`config.mk`:
```
export PLATFORM = sky130hd
export DESIGN_NAME = reduce_dispatcher
export DESIGN_NICKNAME = d
export VERILOG_FILES = /design/src/rtl/reduce_dispatcher.sv
export SDC_FILE = /design/constraint.sdc
export NUM_CORES = 1
export LEC_CHECK = 0
export BUFFER_PORTS_ARGS = -buffer_cell sky130_fd_sc_hd__buf_2
export CORE_ASPECT_RATIO = 0.5
export CORE_MARGIN = 2
export CORE_UTILIZATION = 50
export DETAILED_ROUTE_END_ITERATION = 12
export PLACE_DENSITY = 0.82
export SETUP_SLACK_MARGIN = 0.2
export SYNTH_ARGS = -nofsm -noshare
export SYNTH_HDL_FRONTEND = slang
export SYNTH_SLANG_ARGS = --single-unit
```
`constraint.sdc`:
```
create_clock -name clock -period 3.88 [get_ports clock]
set_input_delay 1.164 -clock clock [delete_from_list [all_inputs] [get_ports clock]]
set_output_delay 1.164 -clock clock [all_outputs]
set_load 0.02 [all_outputs]
```
`src/rtl/reduce_dispatcher.sv`:
```
`default_nettype none
// ============================================================================
// Module      : reduce_dispatcher
// Description : Hands out point indices to the reducers in strict round-robin
//               order over per-reducer valid/ready handshakes. Counts each
//               reducer's completion acks into packed counters for the
//               accumulator, strobes the accumulator clear, and waits for the
//               accumulator done flag before pulsing job completion.
//               Optional drain watchdog: define DISPATCH_TIMEOUT_EN.
// Revision    : 1.0 - initial release
// ============================================================================
module reduce_dispatcher #(
    parameter  int NUM_OF_REDUCERS = 2,
    parameter  int NUM_PTS         = 3,
    parameter  int TIMEOUT_CYCLES  = 1024,
    localparam int SUM_WIDTH       = 32
) (
    input  logic                                 clock,
    input  logic                                 reset_n,
    input  logic                                 i_start,
    output logic                                 o_busy,
    output logic [NUM_OF_REDUCERS-1:0]           o_pt_valid,
    input  logic [NUM_OF_REDUCERS-1:0]           i_pt_ready,
    output logic [SUM_WIDTH-1:0]                 o_pt_index,
    input  logic [NUM_OF_REDUCERS-1:0]           i_reduce_ack,
    output logic [NUM_OF_REDUCERS*SUM_WIDTH-1:0] o_reduce_counters,
    output logic                                 o_res,
    input  logic                                 i_done,
    output logic                                 o_job_done,
    output logic                                 o_timeout
);

    localparam int PTR_W = (NUM_OF_REDUCERS > 1) ? $clog2(NUM_OF_REDUCERS) : 1;
    localparam logic [PTR_W-1:0] PTR_LAST = PTR_W'(NUM_OF_REDUCERS - 1);
    localparam logic [31:0]      PTS_TOTAL = 32'(NUM_PTS);

    typedef enum logic [2:0] {
        S_IDLE     = 3'd0,
        S_CLEAR    = 3'd1,
        S_DISPATCH = 3'd2,
        S_DRAIN    = 3'd3,
        S_DONE     = 3'd4
    } state_t;

    state_t                               state_q,  state_d;
    logic [PTR_W-1:0]                     ptr_q,    ptr_d;
    logic [31:0]                          issued_q, issued_d;
    logic [SUM_WIDTH-1:0]                 index_q,  index_d;
    logic [NUM_OF_REDUCERS-1:0]           valid_q,  valid_d;
    logic [NUM_OF_REDUCERS*SUM_WIDTH-1:0] cnt_q,    cnt_d;
    logic                                 busy_q,   busy_d;
    logic                                 res_q,    res_d;
    logic                                 jdone_q,  jdone_d;
    logic                                 handshake;

`ifdef DISPATCH_TIMEOUT_EN
    logic [31:0] wd_q, wd_d;
    logic        tmo_q, tmo_d;
`else
    // Watchdog limit has no meaning when the watchdog is compiled out.
    logic unused_cfg;
    assign unused_cfg = (TIMEOUT_CYCLES == 0);
`endif

    // Next-state, issue bookkeeping, ack counting and registered output values.
    always_comb begin
        state_d   = state_q;
        ptr_d     = ptr_q;
        issued_d  = issued_q;
        index_d   = index_q;
        cnt_d     = cnt_q;
        // valid_q is only ever one-hot at ptr_q, so this is valid[ptr] & ready[ptr]
        handshake = (state_q == S_DISPATCH) && (|(valid_q & i_pt_ready));
`ifdef DISPATCH_TIMEOUT_EN
        wd_d      = '0;
        tmo_d     = 1'b0;
`endif

        case (state_q)
            S_IDLE: begin
                if (i_start) begin
                    state_d = S_CLEAR;
                end
            end
            S_CLEAR: begin
                state_d = S_DISPATCH;
            end
            S_DISPATCH: begin
                if (handshake) begin
                    index_d  = index_q + 32'd1;
                    issued_d = issued_q + 32'd1;
                    ptr_d    = (ptr_q == PTR_LAST) ? '0 : ptr_q + PTR_W'(1);
                end
                // Also covers NUM_PTS == 0: one DISPATCH cycle, no valid.
                if (issued_d == PTS_TOTAL) begin
                    state_d = S_DRAIN;
                end
            end
            S_DRAIN: begin
                if (i_done) begin
                    state_d = S_DONE;
                end
`ifdef DISPATCH_TIMEOUT_EN
                else if (wd_q == 32'(TIMEOUT_CYCLES - 1)) begin
                    state_d = S_IDLE;
                    tmo_d   = 1'b1;
                end else begin
                    wd_d = wd_q + 32'd1;
                end
`endif
            end
            S_DONE: begin
                state_d = S_IDLE;
            end
            default: begin
                state_d = S_IDLE;
            end
        endcase

        // Acks only belong to the current job once the clear has been issued.
        if ((state_q == S_DISPATCH) || (state_q == S_DRAIN) || (state_q == S_DONE)) begin
            for (int r = 0; r < NUM_OF_REDUCERS; r++) begin
                if (i_reduce_ack[r]) begin
                    cnt_d[r*SUM_WIDTH +: SUM_WIDTH] = cnt_q[r*SUM_WIDTH +: SUM_WIDTH] + SUM_WIDTH'(1);
                end
            end
        end

        // Zero on entry so counters already read 0 while the clear strobe is high.
        if (state_d == S_CLEAR) begin
            cnt_d    = '0;
            index_d  = '0;
            ptr_d    = '0;
            issued_d = '0;
        end

        busy_d  = (state_d != S_IDLE);
        res_d   = (state_d == S_CLEAR);
        jdone_d = (state_d == S_DONE);
        valid_d = ((state_d == S_DISPATCH) && (issued_d != PTS_TOTAL))
                  ? (NUM_OF_REDUCERS'(1) << ptr_d) : '0;
    end

    // State and output registers with asynchronous active-low clear.
    always_ff @(posedge clock or negedge reset_n) begin
        if (!reset_n) begin
            state_q  <= S_IDLE;
            ptr_q    <= '0;
            issued_q <= '0;
            index_q  <= '0;
            valid_q  <= '0;
            cnt_q    <= '0;
            busy_q   <= 1'b0;
            res_q    <= 1'b0;
            jdone_q  <= 1'b0;
        end else begin
            state_q  <= state_d;
            ptr_q    <= ptr_d;
            issued_q <= issued_d;
            index_q  <= index_d;
            valid_q  <= valid_d;
            cnt_q    <= cnt_d;
            busy_q   <= busy_d;
            res_q    <= res_d;
            jdone_q  <= jdone_d;
        end
    end

`ifdef DISPATCH_TIMEOUT_EN
    // Drain watchdog counter and its one-cycle pulse.
    always_ff @(posedge clock or negedge reset_n) begin
        if (!reset_n) begin
            wd_q  <= '0;
            tmo_q <= 1'b0;
        end else begin
            wd_q  <= wd_d;
            tmo_q <= tmo_d;
        end
    end
    assign o_timeout = tmo_q;
`else
    assign o_timeout = 1'b0;
`endif

    assign o_busy            = busy_q;
    assign o_pt_valid        = valid_q;
    assign o_pt_index        = index_q;
    assign o_reduce_counters = cnt_q;
    assign o_res             = res_q;
    assign o_job_done        = jdone_q;

endmodule
`default_nettype wire
```
# Word-level counts from Yosys, hierarchy flattened
# Index checks and enable logic that the tools add are counted.
dict set report word_totals {
  register_bits 137
  latch_bits 0
  ram_bits 0
  rom_bits 0
  input_bits 8
  output_inout_bits 102
  mem_count 0
}
dict set report classes {
  add_sub_neg 5
  mul 0
  div_mod_pow 0
  order_cmp 0
  eq_ne 9
  shift 1
  mux 20
  bitwise_logic 1
  n_reduce_logical 15
}
# operator count
set op_table {}
lappend op_table {{two-way mux 32 bit} 9}
lappend op_table {{adder 32 x 1 -> 32 bit, second input constant} 4}
lappend op_table {{two-way mux 64 bit} 2}
lappend op_table {{equality test 32 x 2 -> 1 bit, second input constant} 1}
lappend op_table {{!= test 32 x 2 -> 1 bit, second input constant} 1}
lappend op_table {{one-hot mux 3 bit (4 select lines)} 1}
lappend op_table {{nonzero test 2 bit} 5}
lappend op_table {{equality test 3 x 2 -> 1 bit, second input constant} 3}
lappend op_table {{two-way mux 3 bit} 3}
lappend op_table {{equality test 3 x 1 -> 1 bit, second input constant} 2}
lappend op_table {{equality test 3 bit, second input constant} 2}
lappend op_table {{AND reduction 2 bit} 3}
lappend op_table {{two-way mux 1 bit} 4}
lappend op_table {{logical NOT 3 bit} 1}
lappend op_table {{nonzero test 3 bit} 1}
lappend op_table {{AND 2 bit} 1}
lappend op_table {{logical AND 1 bit} 2}
lappend op_table {{logical OR 1 bit} 2}
lappend op_table {{two-way mux 2 bit} 1}
lappend op_table {{OR reduction 2 bit} 1}
lappend op_table {{left shift 1 x 1 -> 2 bit, first input constant} 1}
lappend op_table {{adder 1 bit, second input constant} 1}

# Logic depth before layout (Yosys ltp)
# Gate-level depths: netlist of the first run.
dict set report logic_depth {
  ltp_word 13
  mapped_depth 11
}

# Worst setup path before layout of the first run
# Ideal clock, no wire load.
dict set report synth_timing {
  path_type {input to register}
  start {input i_pt_ready[0]}
  end {register valid_q[0], in the netlist o_pt_valid[0]}
  t_arrival_ps 2957
  t_required_ps 3749
  setup_slack_ps 792
  cell_stages 9
  cell_sequence {a22o_1 nand2_2 buf_2 nor4_1 xnor2_1 nor2_1 or4_1 nor4_2 nor4b_1}
}
dict set report synth_via {
  elab_chain_cells 13
}
# item line
set synth_lines {}
lappend synth_lines {{start, declared} 23} ;# input logic [NUM_OF_REDUCERS-1:0] i_pt_ready,
lappend synth_lines {{AND 2 bit (*)} 73} ;# handshake = (state_q == S_DISPATCH) && (|(valid_q & i_pt_ready));
lappend synth_lines {{OR reduction 2 bit (*)} 73}
lappend synth_lines {{logical AND 1 bit (*)} 73}
lappend synth_lines {{two-way mux 32 bit (*)} 89} ;# if (handshake) begin
lappend synth_lines {{two-way mux 32 bit (*)} 79} ;# case (state_q)
lappend synth_lines {{equality test 32 x 2 -> 1 bit} 95} ;# if (issued_d == PTS_TOTAL) begin
lappend synth_lines {{two-way mux 3 bit} 95}
lappend synth_lines {{one-hot mux 3 bit (4 select lines)} 79}
lappend synth_lines {{equality test 3 x 1 -> 1 bit} 130} ;# if (state_d == S_CLEAR) begin
lappend synth_lines {{two-way mux 32 bit (*)} 130}
lappend synth_lines {{net issued_d[25]} 47} ;# logic [31:0] issued_q, issued_d;
lappend synth_lines {{!= test 32 x 2 -> 1 bit (*)} 140} ;# valid_d = ((state_d == S_DISPATCH) && (issued_d != PTS_TOTAL))
lappend synth_lines {{logical AND 1 bit (*)} 140}
lappend synth_lines {{two-way mux 2 bit (*)} 141} ;# ? (NUM_OF_REDUCERS'(1) << ptr_d) : '0;
lappend synth_lines {{net valid_d[0]} 49} ;# logic [NUM_OF_REDUCERS-1:0] valid_q, valid_d;
lappend synth_lines {{end signal, assigned} 161} ;# valid_q <= valid_d;
lappend synth_lines {{end, declared} 49}
# Mark *: on every way through the listed nets, which the timed path passes. The rest lies on a longest branch. The select of a mux whose other input is x is not followed.
# A chain may end at the register's enable or synchronous reset.

# Final worst setup path of the first run
dict set report layout_timing {
  start {register issued_q[0]}
  end {register valid_q[1], in the netlist o_pt_valid[1]}
}
dict set report layout_via {
  elab_chain_cells 11
}
# item line
set layout_lines {}
lappend layout_lines {{start, declared} 47}
lappend layout_lines {{start signal, assigned} 159} ;# issued_q <= issued_d;
lappend layout_lines {{adder 32 x 1 -> 32 bit} 91} ;# issued_d = issued_q + 32'd1;
lappend layout_lines {{two-way mux 32 bit (*)} 89}
lappend layout_lines {{two-way mux 32 bit (*)} 79}
lappend layout_lines {{equality test 32 x 2 -> 1 bit} 95}
lappend layout_lines {{two-way mux 3 bit} 95}
lappend layout_lines {{one-hot mux 3 bit (4 select lines)} 79}
lappend layout_lines {{equality test 3 x 1 -> 1 bit} 130}
lappend layout_lines {{two-way mux 32 bit (*)} 130}
lappend layout_lines {{net issued_d[26]} 47}
lappend layout_lines {{!= test 32 x 2 -> 1 bit (*)} 140}
lappend layout_lines {{logical AND 1 bit (*)} 140}
lappend layout_lines {{two-way mux 2 bit (*)} 141}
lappend layout_lines {{net valid_d[1]} 49}
# Marked as above.

==> impl_metrics.ini, run 1 <==
[outcome]
outcome = finished, final reports clean

[drt]
drcViolationCount = 0
wl_per_instance_um = 16.0
detail_route.first_pass.iterations = 5
wl_um = 17500
dr.first_iter.drc_count = 394
dr_total_vias = 6245
via_per_inst = 5.69
antenna_violating_nets_post_route = 0

[placement]
dp_hpwl_um = 11900
gpl.final_weighted_congestion = 0.910
port_buffers = 108

[timing]
fin_skew_ps = 9.37
finalHoldViolations = 0
final-max-slew-violation-count = 0
count_of_final_setup_violators = 0
finalSetupTns_ps = 0
max_slew_margin = 0.252
timing.final.crit_period_ps = 3280
tightest_slew_ps = 1120
finalCritPeriodShare = 0.846
setup_repair_after_global_routing_missed_its_margin = no
timing.fmax_ghz = 0.305

[critical_path]
crit_type = register to register
worst_ep_required_time_ps = 4170
critPathArrivalTime_ps = 3570
timing.critical_path.to_type = register
startpoint_type = register
ff2ff_setup_slack_ps = 600
worstPathMaxFanout = 10

[cells_and_area]
most-common-layout-cells = nor2_1, dfrtp_1, buf_2
layout-area-overhead-vs-synth_pct = 16.7
layout_commonest_cell = nor2_1
fillers = 1179
final_net_count = 899
share_of_the_core_filled_with_cells_in_the_final_layout = 0.597
drive_gt1_frac = 0.189
n_antenna_cell = 0

[floorplan]
std_cell_rows = 31
count_of_boundary_i_o_pins = 110
die_width_um = 176
die_y_um = 90.0
placeableCoreArea_mm2 = 0.0145
design.die.area_mm2 = 0.0159
starting_density = 0.512

[synthesis]
asyncSetResetFlopFracSynth = 1.00
postSynthCellCount = 791
ffs_latches_synth = 137
synth-main-ff-cell = dfrtp_1
yosysTopAreaCell = dfrtp_1
yosysWarnings = 0
synth.yosys.seq_area_share = 0.463
syn_avg_cell_area_um2 = 9.36
synthDominantCellAreaShare = 0.463
mappedNetlistNets = 803
distinct_cells_synth = 62
synthTopCellsByArea = dfrtp_1, xor2_1, nor2_1
mappedNetlistArea_mm2 = 0.00740
synth_enable_flop_cells = 0

[global_routing]
grt_overflow = 0
globalRouteTotalUtil = 0.232
first_pass_grt_wire_length_um = 30000
first_global_vias = 6044
grt_start_max_net_pins = 125
grt_antenna_before_repair = 0

[clocking]
cts_resized = 0
cts_buffers = 17
cts_hold_buf = 0
tritoncts = yes
insertion_delay_ps = 420
clock-sinks = 137
ctsRootBufferMaster = clkbuf_16
cts.repair_timing.setup_buffer_count = 0
cts_max_level = 4
ctsLongestPathBuffers = 2
clk_transition_reported_paths_ps = 60

[job]
max_cap_viol_count = 0

[worst_hold_path]
hp-class = register to register

[pwr]
powerDensity_mw_per_mm2 = 465
leakage_nw = 4.05
max-vdd-ir-drop_v = 0.000316
==> Yosys cell counts, types with 2 or more instances <==
| cell | n |
|---|---|
| nor4_1 | 8 |
| nor4_2 | 10 |
| or4_1 | 4 |
| o21ai_1 | 3 |
| nand3_1 | 56 |
| nor3_2 | 3 |
| nand4_1 | 28 |
| o21ai_0 | 17 |
| and4_1 | 13 |
| xor2_1 | 66 |
| a31oi_1 | 7 |
| nor3_1 | 18 |
| nand2_1 | 54 |
| buf_6 | 2 |
| o31ai_1 | 3 |
| and2_1 | 5 |
| buf_2 | 7 |
| nand4_2 | 2 |
| ha_1 | 4 |
| buf_4 | 6 |
| a21oi_1 | 17 |
| nand2b_1 | 3 |
| and3_1 | 28 |
| xnor2_1 | 58 |
| clkbuf_1 | 21 |
| o21a_1 | 3 |
| o211ai_1 | 4 |
| inv_1 | 8 |
| buf_1 | 3 |
| nor2_1 | 143 |
| or3_1 | 20 |
| dfrtp_1 | 137 |
==> metal layers <==
layer	part of all wire	global-route usage	vias up	wire, um
met1	0.45	0.320	3032	7910
li1	-	-	2928	-
met3	0.058	0.0491	47	1020
met2	0.46	0.359	238	8100
met5	0	0	-	0
met4	0.027	0.0923	0	478
==> cell families (layout without fill, tap and decap cells) <==
group | Yosys count | count (layout) | share of synthesized area
other cells | 1 | 1 | 0.000507
simple gates | 410 | 410 | 0.294
mux | 1 | 1 | 0.00135
flops | 137 | 137 | 0.463
compound gates | 66 | 66 | 0.0573
fa+ha+maj | 4 | 4 | 0.00676
buf+inv | 48 | 156 | 0.0306
xor+xnor | 124 | 124 | 0.147
==> worst paths after layout <==
kind / from / end / cells after the start
max reg2reg: issued_q[0] / o_pt_valid[1] / 9
max in group asynchronous: reset_n / o_reduce_counters[6] / 2
min reg2reg: o_pt_index[31] / o_pt_index[31] / 2
min: o_pt_index[31] / o_pt_index[31] / 2
min in group asynchronous: reset_n / o_pt_index[23] / 1
max: issued_q[0] / o_pt_valid[1] / 9
==> registers in the layout, summed over array words and instances (netlist names) <==
register	flops
o_pt_index	32
ptr_q	1
issued_q	32
o_reduce_counters	64
o_busy	1
o_res	1
state_q	3
o_job_done	1
o_pt_valid	2
==> area by class of cell <==
| class | instances | area, um2 | area share |
|---|---|---|---|
| clock buffer | 20 | 447 | 0.0517 |
| clock inverter | 11 | 124 | 0.0143 |
| inverter | 9 | 36.3 | 0.00420 |
| multi-input combinational | 606 | 3750 | 0.434 |
| sequential | 137 | 3430 | 0.397 |
| tap | 198 | 248 | 0.0287 |
| timing repair buffer | 116 | 607 | 0.0702 |
==> metrics by stage <==
step / total power [mW] / cell area, um2 / setup WS, ps / instances / hold slack, ps
global placement: 2.41 / 8070 / 522 / 1066 / 521
CTS: 4.03 / 8640 / 664 / 1097 / 553
floorplan: 2.19 / 7400 / 792 / 791 / 521
finish: 4.02 / 8640 / 599 / 1097 / 540
detailed placement: 2.44 / 8070 / 417 / 1066 / 539
global route: 4.20 / 8640 / 485 / 1097 / 594
==> report_power, final <==
group          leakage [nW]  internal (mW)  switching (mW)  total (mW)
Combinational          1.88          0.248           0.537       0.785
Clock                 0.272          0.959           0.625        1.58
Sequential             1.89           1.52           0.132        1.65
==> worst max-delay path, stage by stage (launching register included) <==
cell	delay [ps]
dfrtp_1	470
ha_1	310
nand4_2	220
or3_1	660
nor4_2	340
xnor2_1	150
nor2_1	70
or4_1	520
nor4_2	310
nor3_1	90
No activity file was read; power rests on OpenSTA's default activity.
==> run 2, diff against run 1 <==
==> constraint.sdc (replaced) <==
create_clock -name clock -period 3.1 [get_ports clock]
set_input_delay 0.93 -clock clock [delete_from_list [all_inputs] [get_ports clock]]
set_output_delay 0.93 -clock clock [all_outputs]
set_load 0.02 [all_outputs]
==> run 2 against run 1 <==
Critical path type unchanged. Sequential cell count is the same. Core utilization up 2.1 points. Sequential power increased by 23%. Setup slack worse by 350 ps. Final area is 3.5% higher. Clock power is 23% higher. Wire length grew 6.7%. Via count grew 3.1%. Critical endpoint unchanged. Global-route usage grew 0.77 points. Combinational power up 50%. Largest cell class unchanged. Non-clock buffer count rose by 26. First-iteration DRC count up 14%.
==> impl_metrics.ini, run 2 (synthesis gave the netlist of run 1 again) <==
[floorplan]
die_y_um = 90.0
count_of_boundary_i_o_pins = 110
starting_density = 0.512
std_cell_rows = 31
die_width_um = 176
design.die.area_mm2 = 0.0159
placeableCoreArea_mm2 = 0.0145

[timing]
finalSetupTns_ps = 0
setup_slack_after_layout_ps = 250
finalCritPeriodShare = 0.919
count_of_final_setup_violators = 0
timing.final.crit_period_ps = 2850
setup_repair_after_global_routing_missed_its_margin = yes
finalHoldViolations = 0
final-max-slew-violation-count = 0
fin_skew_ps = 6.59
timing.fmax_ghz = 0.351
max_slew_margin = 0.516
tightest_slew_ps = 719

[clocking]
cts_buffers = 17
ctsRootBufferMaster = clkbuf_16
ctsLongestPathBuffers = 2
cts_hold_buf = 0
tritoncts = yes
insertion_delay_ps = 420
cts_max_level = 4
clk_transition_reported_paths_ps = 60
clock-sinks = 137

[cells_and_area]
fillers = 1121
post-route-cell-area_mm2 = 0.00894
layout-area-overhead-vs-synth_pct = 20.8
most-common-layout-cells = nor2_1, dfrtp_1, buf_2
final_cells = 1124
layout_commonest_cell = nor2_1
drive_gt1_frac = 0.227
final_net_count = 925
largest_register_ff_count = 64

[global_routing]
grt_antenna_before_repair = 1
first_global_vias = 6266
gr-usage-met1 = 0.311
top_usage_layer = met2
gr-usage-met3 = 0.0516
use_met2 = 0.387
grt_start_max_net_pins = 62
grt_overflow = 0
globalRouteTotalUtil = 0.240
first_pass_grt_wire_length_um = 31000

[placement]
placedInstanceArea_mm2 = 0.00827
gpl.final_weighted_congestion = 0.920
place_ws_ps = 14.6
dp_cells = 1089
port_buffers = 108
dp_hpwl_um = 12900

[drt]
wl_um = 18700
via_per_inst = 5.73
wl_per_instance_um = 16.6
detail_route.first_pass.iterations = 5
dr.first_iter.drc_count = 451
dr_total_vias = 6441
drcViolationCount = 0
antenna_violating_nets_post_route = 0

[critical_path]
worst_ep_required_time_ps = 3390
crit_path_max_incr_delay_ps = 560
sum_of_buffers_and_inverters_on_the_critical_path = 1
library_cell_contributing_the_largest_single_delay_on_the_critical_path = or4_1
worstPathMaxFanout = 15
startpoint_type = register
critPathArrivalTime_ps = 3140
dominant_delay_contributor_by_cell_family_on_the_critical_path = simple AND/OR/NAND/NOR gates
timing.critical_path.to_type = register
crit_type = register to register
crit_path_cell_trace = nor3b_4 > nand2_4 > buf_12 > nor4_2 > xnor2_1 > nor2_1 > or4_1 > nor4_4 > nor3_1

[pwr]
max-vdd-ir-drop_v = 0.000305
leakage_nw = 4.23
powerDensity_mw_per_mm2 = 577

[worst_hold_path]
hp-class = input port to async pin

[job]
max_cap_viol_count = 0

[outcome]
outcome = finished, final reports clean
[run 2: cell types whose count changed in the layout (fill, tap and decap cells not counted), moves of 3 or more]
cell	delta
clkinv_4	+3
nor4_4	+4
dfrtp_2	+4
buf_4	+24
dfrtp_1	-4
nor4_2	-3
[run 2: layout make-up]
class	count	area, um2	area share
Multi-Input combinational cell	606	3830	0.428
Sequential cell	137	3430	0.384
Antenna cell	1	2.50	0.000280
Inverter	9	36.3	0.00406
Clock inverter	10	96.3	0.0108
Clock buffer	21	470	0.0526
Tap cell	198	248	0.0277
Timing Repair Buffer	142	827	0.0925
[run 2: worst paths after layout]
check	from	end	slack, ps	depth (start not counted)
max in group asynchronous	reset_n	o_reduce_counters[27]	1920	2
min in group clock	o_pt_index[31]	o_pt_index[31]	550	2
worst min register to register	o_pt_index[31]	o_pt_index[31]	550	2
worst max register to register	state_q[2]	o_pt_valid[1]	250	9
worst max-delay path	state_q[2]	o_pt_valid[1]	250	9
worst min-delay path	reset_n	o_pt_index[31]	440	1
[run 2: per-stage QoR]
| step | total power [mW] | hold slack [ps] | utilization |
|---|---|---|---|
| finish | 5.16 | 435 | 0.618 |
| global route | 5.38 | 472 | 0.618 |
| CTS | 5.09 | 451 | 0.611 |
| detailed placement | 3.15 | 540 | 0.571 |
| global placement | 3.12 | 520 | 0.571 |
| floorplan | 2.74 | 521 | - |
[run 2: metal layers]
metal,vias to the layer above,share of wire
met1,3199,0.43
met2,199,0.48
met5,-,0
met3,59,0.051
li1,2984,-
met4,0,0.031
[run 2: what timing repair did]
| action | 4_1_cts | 5_1_grt |
|---|---|---|
| gates resized for setup | 2 | 18 |
| cloned | 0 | 0 |
| buffers inserted | 0 | 3 |
| endpoints found under the setup margin | 2 | 5 |
| pin swaps | 0 | 5 |
[run 2: where the power goes]
group          switching (mW)  total, mW  internal (mW)
logic                   0.756       1.18          0.426
clock network           0.782       1.95           1.16
registers               0.133       2.03           1.90
==> run 3, diff against run 2 <==
--- a/config.mk
+++ b/config.mk
@@ -5,6 +5,7 @@
 export SDC_FILE = /design/constraint.sdc
 export NUM_CORES = 1
 export LEC_CHECK = 0
+export ABC_AREA = 1
 export BUFFER_PORTS_ARGS = -buffer_cell sky130_fd_sc_hd__buf_2
 export CORE_ASPECT_RATIO = 0.5
 export CORE_MARGIN = 2
==> run 3 against run 2 <==
Critical path depth grew 6. Clock skew grew 5.7 ps. Fmax is 15% higher. Via count is 23% higher. Critical endpoint is now o_pt_valid[0].
==> impl_metrics.ini, run 3 <==
[global_routing]
first_pass_grt_wire_length_um = 35700
globalRouteTotalUtil = 0.261
grt_overflow = 0
grt_start_max_net_pins = 69
grt_antenna_before_repair = 0
first_global_vias = 7445

[floorplan]
std_cell_rows = 32
die_width_um = 184
count_of_boundary_i_o_pins = 110
design.die.area_mm2 = 0.0173
starting_density = 0.519
die_y_um = 94.0
placeableCoreArea_mm2 = 0.0156

[synthesis]
synthTopCellsByArea = dfrtp_1, nand2_1, inv_1
asyncSetResetFlopFracSynth = 1.00
yosysTopAreaCell = dfrtp_1
mappedNetlistArea_mm2 = 0.00810
synth_enable_flop_cells = 0
synthDominantCellAreaShare = 0.423
post-synth-top-count-cell = nand2_1
synth.yosys.seq_area_share = 0.423
mappedNetlistNets = 1119
synth_commonest_cells = nand2_1, inv_1, nor2_1, dfrtp_1, nand3_1
ffs_latches_synth = 137
distinct_cells_synth = 53
postSynthCellCount = 1107
syn_avg_cell_area_um2 = 7.32
yosysWarnings = 0
synth-main-ff-cell = dfrtp_1

[critical_path]
worstPathMaxFanout = 11
critPathArrivalTime_ps = 2790
ff2ff_setup_slack_ps = 670
timing.reg2reg.worst_path_depth = 11
crit_type = input port to register
cp-startpoint = i_pt_ready[1]
worst_ep_required_time_ps = 3410
setup.worst_path.end = o_pt_valid[0]
regToRegStartpoint = state_q[2]
critical_path.reg2reg.endpoint = o_pt_valid[0]
timing.critical_path.to_type = register
startpoint_type = input port

[timing]
finalHoldViolations = 0
setup_repair_after_global_routing_missed_its_margin = no
final-max-slew-violation-count = 0
fin_skew_ps = 12.3
finalCritPeriodShare = 0.802
max_slew_margin = 0.578
setup_slack_after_layout_ps = 615
timing.fmax_ghz = 0.402
tightest_slew_ps = 634
count_of_final_setup_violators = 0
holdWs_ps = 462
finalSetupTns_ps = 0
timing.final.crit_period_ps = 2480

[job]
max_cap_viol_count = 0

[cells_and_area]
n_antenna_cell = 0
largest_register_ff_count = 64
final_net_count = 1240
layout-area-overhead-vs-synth_pct = 17.3
layout_commonest_cell = nand2_1
fillers = 1333
most-common-layout-cells = nand2_1, inv_1, nor2_1
drive_gt1_frac = 0.171

[worst_hold_path]
hp-class = register to register
cell_depth_of_the_worst_min_delay_path = 1

[drt]
dr_total_vias = 7946
wl_per_instance_um = 14.9
via_per_inst = 5.50
wl_um = 21600
dr.first_iter.drc_count = 759
antenna_violating_nets_post_route = 0
drcViolationCount = 0
detail_route.first_pass.iterations = 6

[clocking]
clk_transition_reported_paths_ps = 60
cts_buffers = 17
cts_resized = 0
ctsLongestPathBuffers = 2
cts_hold_buf = 0
cts.repair_timing.setup_buffer_count = 0
ctsRootBufferMaster = clkbuf_16
insertion_delay_ps = 430
cts_max_level = 4
tritoncts = yes
clock-sinks = 137

[pwr]
powerDensity_mw_per_mm2 = 544
total_power_mw = 5.17
max-vdd-ir-drop_v = 0.000419
leakage_nw = 4.86

[outcome]
outcome = finished, final reports clean

[placement]
place_ws_ps = 302
gpl.final_weighted_congestion = 0.943
dp_hpwl_um = 15800
port_buffers = 108
==> run 3: worst min path at each step <==
| stage | from | end | slack, ps |
|---|---|---|---|
| after floorplan | ptr_q | ptr_q | 540 |
| after global placement | o_reduce_counters[31] | o_reduce_counters[31] | 440 |
| after CTS | o_reduce_counters[31] | o_reduce_counters[31] | 460 |
| final | o_reduce_counters[31] | o_reduce_counters[31] | 460 |
| after detailed placement | o_reduce_counters[31] | o_reduce_counters[31] | 450 |
| after global routing | o_reduce_counters[31] | o_reduce_counters[31] | 470 |
==> run 3: kinds of logic (layout without fill, tap and decap cells) <==
kind of cell | after synthesis | count (layout) | synth area share
buffers and inverters | 186 | 319 | 0.0893
other | 1 | 1 | 0.000463
adder cells (fa/ha/maj) | 4 | 4 | 0.00618
flip-flops | 137 | 137 | 0.423
AND/OR/NAND/NOR | 648 | 648 | 0.383
XOR/XNOR | 17 | 17 | 0.0184
AO/OA/AOI/OAI | 114 | 114 | 0.0798
==> run 3: worst max-delay path: stages <==
cell     delay, ps
buf_2           80
nand2_1         70
nand2_4        180
inv_2           70
nor2_4         190
buf_4          220
nand3_1         80
nand2_1         90
nor2_1          70
nor2_1         160
nand2_1        100
nor2_1         170
nand3_1        100
nor2_1         200
nor3_1          80
==> run 3: cell type report <==
cell class | count | area [um2] | area share
Multi-Input combinational cell | 784 | 3950 | 0.416
Sequential cell | 137 | 3430 | 0.361
Timing Repair Buffer | 119 | 642 | 0.0676
Inverter | 169 | 639 | 0.0673
Clock buffer | 17 | 425 | 0.0448
Tap cell | 204 | 255 | 0.0269
Clock inverter | 14 | 161 | 0.0170
==> run 3: through the flow <==
stage,area (um2),util,instances
global route,9500,0.608,1444
finish,9500,0.608,1444
detailed placement,8910,0.571,1413
floorplan,8100,-,1107
global placement,8910,0.571,1413
CTS,9500,0.608,1444
==> run 3: where the power goes <==
group / leakage (nW) / internal [mW] / total [mW] / switching [mW]
combinational: 2.68 / 0.300 / 1.07 / 0.769
sequential: 1.89 / 1.90 / 2.03 / 0.127
clock: 0.288 / 1.20 / 2.07 / 0.871
==> run 3: routing by layer <==
layer | wire length (um) | global-route usage
met1 | 9160 | 0.337
met2 | 10300 | 0.441
met3 | 1520 | 0.0547
met4 | 548 | 0.0927
met5 | 0 | 0
